**src/rtl/multicycle_ctrl_if.sv**
```systemverilog
`default_nettype none
// ============================================================================
// Module   : multicycle_ctrl_if
// Brief    : Controller <-> datapath/memory signal bundle for multicycle_ctrl.
//            master = controller side, slave = datapath/memory side.
// Revision : 1.0 - initial release
// ============================================================================
interface multicycle_ctrl_if;
    logic [3:0] opcode;
    logic       zero;
    logic       mem_ack;
    logic       mem_req;
    logic       mem_we;
    logic       iord;
    logic       ir_we;
    logic       pc_we;
    logic [1:0] pc_src;
    logic [1:0] alu_src_b;
    logic       reg_dst;
    logic       mem_to_reg;
    logic       reg_we;
    logic [2:0] state;
    logic       fault;

    modport master (
        input  opcode, zero, mem_ack,
        output mem_req, mem_we, iord, ir_we, pc_we, pc_src, alu_src_b,
               reg_dst, mem_to_reg, reg_we, state, fault
    );

    modport slave (
        output opcode, zero, mem_ack,
        input  mem_req, mem_we, iord, ir_we, pc_we, pc_src, alu_src_b,
               reg_dst, mem_to_reg, reg_we, state, fault
    );
endinterface
`default_nettype wire

```
**src/rtl/multicycle_ctrl.sv**
```systemverilog
`default_nettype none
// ============================================================================
// Module   : multicycle_ctrl
// Brief    : Multicycle sequencing controller (FETCH/DECODE/EXEC/MEM/WB) for
//            the 16-bit datapath, with req/ack handshake to shared memory.
//            Optional memory watchdog enabled by defining CTRL_TIMEOUT_EN.
// Revision : 1.0 - initial release
// ============================================================================
module multicycle_ctrl #(
    parameter int unsigned TIMEOUT = 8
) (
    input wire                clk,
    input wire                rst_n,
    multicycle_ctrl_if.master bus
);

    typedef enum logic [2:0] {
        S_FETCH  = 3'd0,
        S_DECODE = 3'd1,
        S_EXEC   = 3'd2,
        S_MEM    = 3'd3,
        S_WB     = 3'd4,
        S_FAULT  = 3'd7
    } state_t;

    localparam logic [3:0] c_op_r    = 4'd0;
    localparam logic [3:0] c_op_addi = 4'd1;
    localparam logic [3:0] c_op_lw   = 4'd2;
    localparam logic [3:0] c_op_sw   = 4'd3;
    localparam logic [3:0] c_op_beq  = 4'd4;
    localparam logic [3:0] c_op_j    = 4'd5;

    if (TIMEOUT < 1 || TIMEOUT > 255) begin : g_bad_timeout
        $error("multicycle_ctrl: TIMEOUT must be in 1..255");
    end

    state_t     r_state;
    state_t     w_state_nxt;
    logic       r_run;
    logic [3:0] r_op_q;
    logic       w_expire;

    // Run flag: holds the controller idle for the first cycle after reset release
    always_ff @(posedge clk or negedge rst_n) begin
        if (!rst_n) r_run <= 1'b0;
        else        r_run <= 1'b1;
    end

    // State register and opcode latch (opcode captured while in DECODE)
    always_ff @(posedge clk or negedge rst_n) begin
        if (!rst_n) begin
            r_state <= S_FETCH;
            r_op_q  <= 4'd0;
        end else begin
            r_state <= w_state_nxt;
            if (r_run && r_state == S_DECODE) r_op_q <= bus.opcode;
        end
    end

`ifdef CTRL_TIMEOUT_EN
    localparam logic [7:0] c_wd_last = 8'(TIMEOUT - 1);

    logic [7:0] r_wd_cnt;
    logic       w_waiting;

    // A wait cycle is a memory-request cycle without an ack; the counter holds
    // the number of earlier wait cycles, so cycle TIMEOUT without ack expires.
    assign w_waiting = r_run && !bus.mem_ack &&
                       (r_state == S_FETCH || r_state == S_MEM);
    assign w_expire  = w_waiting && (r_wd_cnt == c_wd_last);

    // Watchdog counter: counts consecutive wait cycles, zero otherwise
    always_ff @(posedge clk or negedge rst_n) begin
        if (!rst_n)         r_wd_cnt <= 8'd0;
        else if (w_waiting) r_wd_cnt <= r_wd_cnt + 8'd1;
        else                r_wd_cnt <= 8'd0;
    end
`else
    assign w_expire = 1'b0;
`endif

    assign bus.state = r_state;

    // Next-state and datapath control decode
    always_comb begin
        w_state_nxt    = r_state;
        bus.mem_req    = 1'b0;
        bus.mem_we     = 1'b0;
        bus.iord       = 1'b0;
        bus.ir_we      = 1'b0;
        bus.pc_we      = 1'b0;
        bus.pc_src     = 2'd0;
        bus.alu_src_b  = 2'd0;
        bus.reg_dst    = 1'b0;
        bus.mem_to_reg = 1'b0;
        bus.reg_we     = 1'b0;
        bus.fault      = 1'b0;
        if (r_run) begin
            case (r_state)
                S_FETCH: begin
                    bus.mem_req   = 1'b1;
                    bus.alu_src_b = 2'd1;
                    if (bus.mem_ack) begin
                        bus.ir_we   = 1'b1;
                        bus.pc_we   = 1'b1;
                        w_state_nxt = S_DECODE;
                    end else if (w_expire) begin
                        w_state_nxt = S_FAULT;
                    end
                end
                // Decode acts on the live IR opcode; op_q is valid from EXEC on
                S_DECODE: begin
                    if (bus.opcode == c_op_j) begin
                        bus.pc_src  = 2'd2;
                        bus.pc_we   = 1'b1;
                        w_state_nxt = S_FETCH;
                    end else if (bus.opcode > c_op_j) begin
                        w_state_nxt = S_FETCH;
                    end else begin
                        w_state_nxt = S_EXEC;
                    end
                end
                S_EXEC: begin
                    case (r_op_q)
                        c_op_r: begin
                            bus.alu_src_b = 2'd0;
                            w_state_nxt   = S_WB;
                        end
                        c_op_addi: begin
                            bus.alu_src_b = 2'd2;
                            w_state_nxt   = S_WB;
                        end
                        c_op_lw, c_op_sw: begin
                            bus.alu_src_b = 2'd2;
                            w_state_nxt   = S_MEM;
                        end
                        c_op_beq: begin
                            bus.alu_src_b = 2'd0;
                            bus.pc_src    = 2'd1;
                            bus.pc_we     = bus.zero;
                            w_state_nxt   = S_FETCH;
                        end
                        default: w_state_nxt = S_FETCH;
                    endcase
                end
                S_MEM: begin
                    bus.mem_req = 1'b1;
                    bus.iord    = 1'b1;
                    bus.mem_we  = (r_op_q == c_op_sw);
                    if (bus.mem_ack) begin
                        w_state_nxt = (r_op_q == c_op_sw) ? S_FETCH : S_WB;
                    end else if (w_expire) begin
                        w_state_nxt = S_FAULT;
                    end
                end
                S_WB: begin
                    bus.reg_we     = 1'b1;
                    bus.reg_dst    = (r_op_q == c_op_r);
                    bus.mem_to_reg = (r_op_q == c_op_lw);
                    w_state_nxt    = S_FETCH;
                end
                S_FAULT: begin
`ifdef CTRL_TIMEOUT_EN
                    bus.fault = 1'b1;
`else
                    w_state_nxt = S_FETCH;
`endif
                end
                default: w_state_nxt = S_FETCH;
            endcase
        end
    end

endmodule
`default_nettype wire

```
**src/flat_wrapper.sv**
```systemverilog
// flat-port wrapper written by rule: the top's interface ports become plain ports
module multicycle_ctrl_flat 
#(
    parameter int unsigned TIMEOUT = 8
)
  (clk, rst_n, bus_opcode, bus_zero, bus_mem_ack, bus_mem_req, bus_mem_we, bus_iord, bus_ir_we, bus_pc_we, bus_pc_src, bus_alu_src_b, bus_reg_dst, bus_mem_to_reg, bus_reg_we, bus_state, bus_fault);
  multicycle_ctrl_if bus_i ();
  input wire clk;
  input wire rst_n;
  input wire logic [$bits(bus_i.opcode)-1:0] bus_opcode;
  input wire logic [$bits(bus_i.zero)-1:0] bus_zero;
  input wire logic [$bits(bus_i.mem_ack)-1:0] bus_mem_ack;
  output wire logic [$bits(bus_i.mem_req)-1:0] bus_mem_req;
  output wire logic [$bits(bus_i.mem_we)-1:0] bus_mem_we;
  output wire logic [$bits(bus_i.iord)-1:0] bus_iord;
  output wire logic [$bits(bus_i.ir_we)-1:0] bus_ir_we;
  output wire logic [$bits(bus_i.pc_we)-1:0] bus_pc_we;
  output wire logic [$bits(bus_i.pc_src)-1:0] bus_pc_src;
  output wire logic [$bits(bus_i.alu_src_b)-1:0] bus_alu_src_b;
  output wire logic [$bits(bus_i.reg_dst)-1:0] bus_reg_dst;
  output wire logic [$bits(bus_i.mem_to_reg)-1:0] bus_mem_to_reg;
  output wire logic [$bits(bus_i.reg_we)-1:0] bus_reg_we;
  output wire logic [$bits(bus_i.state)-1:0] bus_state;
  output wire logic [$bits(bus_i.fault)-1:0] bus_fault;
  assign bus_i.opcode = bus_opcode;
  assign bus_i.zero = bus_zero;
  assign bus_i.mem_ack = bus_mem_ack;
  assign bus_mem_req = bus_i.mem_req;
  assign bus_mem_we = bus_i.mem_we;
  assign bus_iord = bus_i.iord;
  assign bus_ir_we = bus_i.ir_we;
  assign bus_pc_we = bus_i.pc_we;
  assign bus_pc_src = bus_i.pc_src;
  assign bus_alu_src_b = bus_i.alu_src_b;
  assign bus_reg_dst = bus_i.reg_dst;
  assign bus_mem_to_reg = bus_i.mem_to_reg;
  assign bus_reg_we = bus_i.reg_we;
  assign bus_state = bus_i.state;
  assign bus_fault = bus_i.fault;
  multicycle_ctrl #(.TIMEOUT(TIMEOUT)) u_core (.clk(clk), .rst_n(rst_n), .bus(bus_i));
endmodule
```
**config.mk**
```make
export PLATFORM = sky130hd
export DESIGN_NAME = multicycle_ctrl_flat
export DESIGN_NICKNAME = d
export VERILOG_FILES = /design/src/rtl/multicycle_ctrl_if.sv /design/src/rtl/multicycle_ctrl.sv /design/src/flat_wrapper.sv
export SDC_FILE = /design/constraint.sdc
export NUM_CORES = 1
export LEC_CHECK = 0
export CORE_AREA = 4 4 41 43
export DETAILED_ROUTE_END_ITERATION = 10
export DIE_AREA = 0 0 45 47
export DONT_BUFFER_PORTS = 1
export PLACE_DENSITY = 0.62
export SYNTH_ARGS = -nofsm -noshare
export SYNTH_HDL_FRONTEND = slang
export SYNTH_SLANG_ARGS = --single-unit
```
**constraint.sdc**
```tcl
create_clock -name clk -period 2.5 [get_ports clk]
set_input_delay 0.125 -clock clk [delete_from_list [all_inputs] [get_ports clk]]
set_output_delay 0.125 -clock clk [all_outputs]
set_load 0.005 [all_outputs]
```
==> metrics <==
crit end category output port; #FFs+latches synth 8; Routed WL about 1200 microns; status finished clean; slowest stage cell, crit path dfrtp_1; sequential area share after synthesis 36.0%; CTS tree done; CP Capture Point bus_pc_we; htree depth 1; metal2 WL 507 microns; post-synthesis adder-cell area fraction 0%; Die Ht 47 microns; filler instances 136; clk slew on worst S/H paths 50 ps; Met3 Wirelength 129 microns; via count around 460; part of the power in combinational logic 31.8%; top routing layer in use met4; P_sw 189 uW; Buf/Inv on CP 1; Clock Power Share 18.6%; WP depth 4; syn_nets 73; ANT cells 0; Peak VDD IR 394 uV; initial core utilization 42.8%; area share of and/or/nand/nor cells after synthesis a little over a third; Sequential Power Share 49.5%; final std cells w/o fill 82; Post-DRT Antenna Nets 0; clk root buf clkbuf_4; pre-CTS WS 1030 ps; Synth Area in Compound Gates 11.5%; pwr dens approximately 840 mW/mm^2; met1 wire length 540 microns; Setup Skew 3.96 ps; 1st-iter DRT viols 2; mux share of post-synthesis cell area slightly below 8%; hold_sp bus_opcode[0]; RSZ-0062 raised after global routing no; Synth Area in XOR/XNOR 1.57%; Crit Path Class reg -> out; most frequent cells in the layout dfrtp_1, nor2_1, nand2_1; Die W 45 microns; Post-synth ARST share 100%; Clock Latency Late Sink ~240 ps; crit path from u_core.bus.state[0]$_DFFE_PN0P_; largest net degree at the start of global routing 14; Num CTS Buffers 3; grt ovf 0; WP data required 2380 ps; area post-placement 558 sq um; finished layout cell area 601 sq um; GP Congestion 0.756; fin crit period 1730 ps; Net Sw Frac 37.7%; final setup fails 0; period utilisation layout 69.1%; first-pass GRT wire length 1800 microns; synth unique cells 31; Post-synth top flop dfrtp_1; Leak between 0.2 and 0.3 nW; Setup TNS 0 ps; I/O Buffers 0; r2r startpoint u_core.bus.state[0]$_DFFE_PN0P_; # rows 13; area of the core 0.00130 sq mm; Post-CTS Resized 0; Placed Cells incl. Taps 77; Hold Path Class in -> reg; maximum clock frequency slightly below 600 MHz; R2R depth 3; fin. max-slew vios 0; Avg Cell Area, Syn 8.57 sq um; vias per std cell 5.57; Layout area overhead 7.87%; Max-cap violations 0; clock sinks 8; Yosys warning count 0; final net count 77; P_int 313 uW; Die Area 0.00212 sq mm; number of global-route vias before repair 396; most common cell after layout, fill and taps aside dfrtp_1; CTS Buffer Depth 2; Hold Vio Cnt, Final 0; Worst Path Arrival 1600 ps; reg2reg end u_core.r_op_q[2]$_DFFE_PN0P_; number of iterations in the first detailed-routing pass 3; CP max stage delay 520 ps; largest family of logic cells by synthesized area simple AND/OR/NAND/NOR gates; worst path cell trace nor4bb_1 -> buf_4 -> and2_4 -> a311o_1; number of synthesized flops with an enable pin 0; DRC 0; CP Launch Type flop; post-route setup slack 773 ps; Crit Path Max Fanout 13; initial antenna violation count 0; All-Layer GR Usage 12.1%; flop2flop setup slack 1030 ps; synthesized area around 560 sq um; Syn Inst Count 65; IO Count 24; wire length per cell around 15 microns; Top delay family on crit path flip-flops; share of layout cells above drive strength 1 13.4%
## through the flow
stage / util [%] / hold WS [ps] / total power, mW
2_1_floorplan: - / -171 / 0.371
4_1_cts: 46.2 / 1.36 / 0.507
6_report: 46.2 / 7.23 / 0.502
5_1_grt: 46.2 / 2.80 / 0.542
3_3_place_gp: 42.9 / -170 / 0.403
3_5_place_dp: 42.9 / -170 / 0.405
## power by group through the flow
stage,combinational [mW],sequential [mW],clock (mW)
2_1_floorplan,0.156,0.215,0
3_3_place_gp,0.156,0.247,0
3_5_place_dp,0.156,0.249,0
4_1_cts,0.162,0.246,0.0985
5_1_grt,0.179,0.257,0.106
6_report,0.160,0.249,0.0935
## state kept, by name (all words and copies together) (netlist names)
| name | count |
|---|---|
| u_core.bus.state | 3 |
| u_core.r_op_q | 4 |
| u_core.r_run | 1 |
## synth_stat cells (2+ instances only)
cell type,count,area share [%]
buf_2,2,1.8
mux2_2,3,6.1
nor4_1,2,2.2
o21ai_0,4,3.6
a21oi_1,2,1.8
nor2_1,5,3.4
conb_1,2,1.3
inv_1,3,2.0
nor4bb_1,2,3.6
nor3b_1,2,2.7
dfrtp_1,8,36
nor3_1,3,2.7
and2_1,2,2.2
and3_1,3,3.4
nand2_1,5,3.4
buf_4,2,2.7
## worst min path at each step
stage                     cells after the start  slack [ps]                               to
after detailed placement                      0        -170     u_core.r_op_q[1]$_DFFE_PN0P_
after global placement                        0        -170     u_core.r_op_q[1]$_DFFE_PN0P_
after global routing                          2           3     u_core.r_op_q[0]$_DFFE_PN0P_
final                                         2           7     u_core.r_op_q[0]$_DFFE_PN0P_
after floorplan                               0        -170  u_core.bus.state[0]$_DFFE_PN0P_
after CTS                                     2           1     u_core.r_op_q[0]$_DFFE_PN0P_
## area by class of cell
cell class / count / area (sq um) / share of cell area (%)
inverter: 3 / 11.3 / 1.88
multi-input combinational: 50 / 320 / 53.3
tap: 15 / 18.8 / 3.13
sequential: 8 / 200 / 33.3
timing repair buffer: 3 / 27.5 / 4.58
clock buffer: 3 / 22.5 / 3.75
## kinds of logic (layout without fill, tap and decap cells)
| kind of cell | count (synthesis) | after routing |
|---|---|---|
| and+or+nand+nor | 33 | 33 |
| AOI/OAI and AO/OA | 10 | 10 |
| DFF | 8 | 8 |
| buffers and inverters | 7 | 9 |
| muxes | 4 | 4 |
| other | 2 | 2 |
| xor gates and xnor gates | 1 | 1 |
## per-layer routing
| metal | up-vias | GRT usage, % |
|---|---|---|
| met3 | 2 | 3.07 |
| met5 | - | 0 |
| met1 | 206 | 16.1 |
| li1 | 234 | - |
| met4 | 0 | 10.5 |
| met2 | 15 | 16.1 |
## what timing repair did
item / 4_1_cts / 5_1_grt
hold buffers: 2 / 0
setup buffers: 0 / 0
endpoints found under the hold margin: 9 / 0
Note: power is estimated with default switching activity, not from simulation.
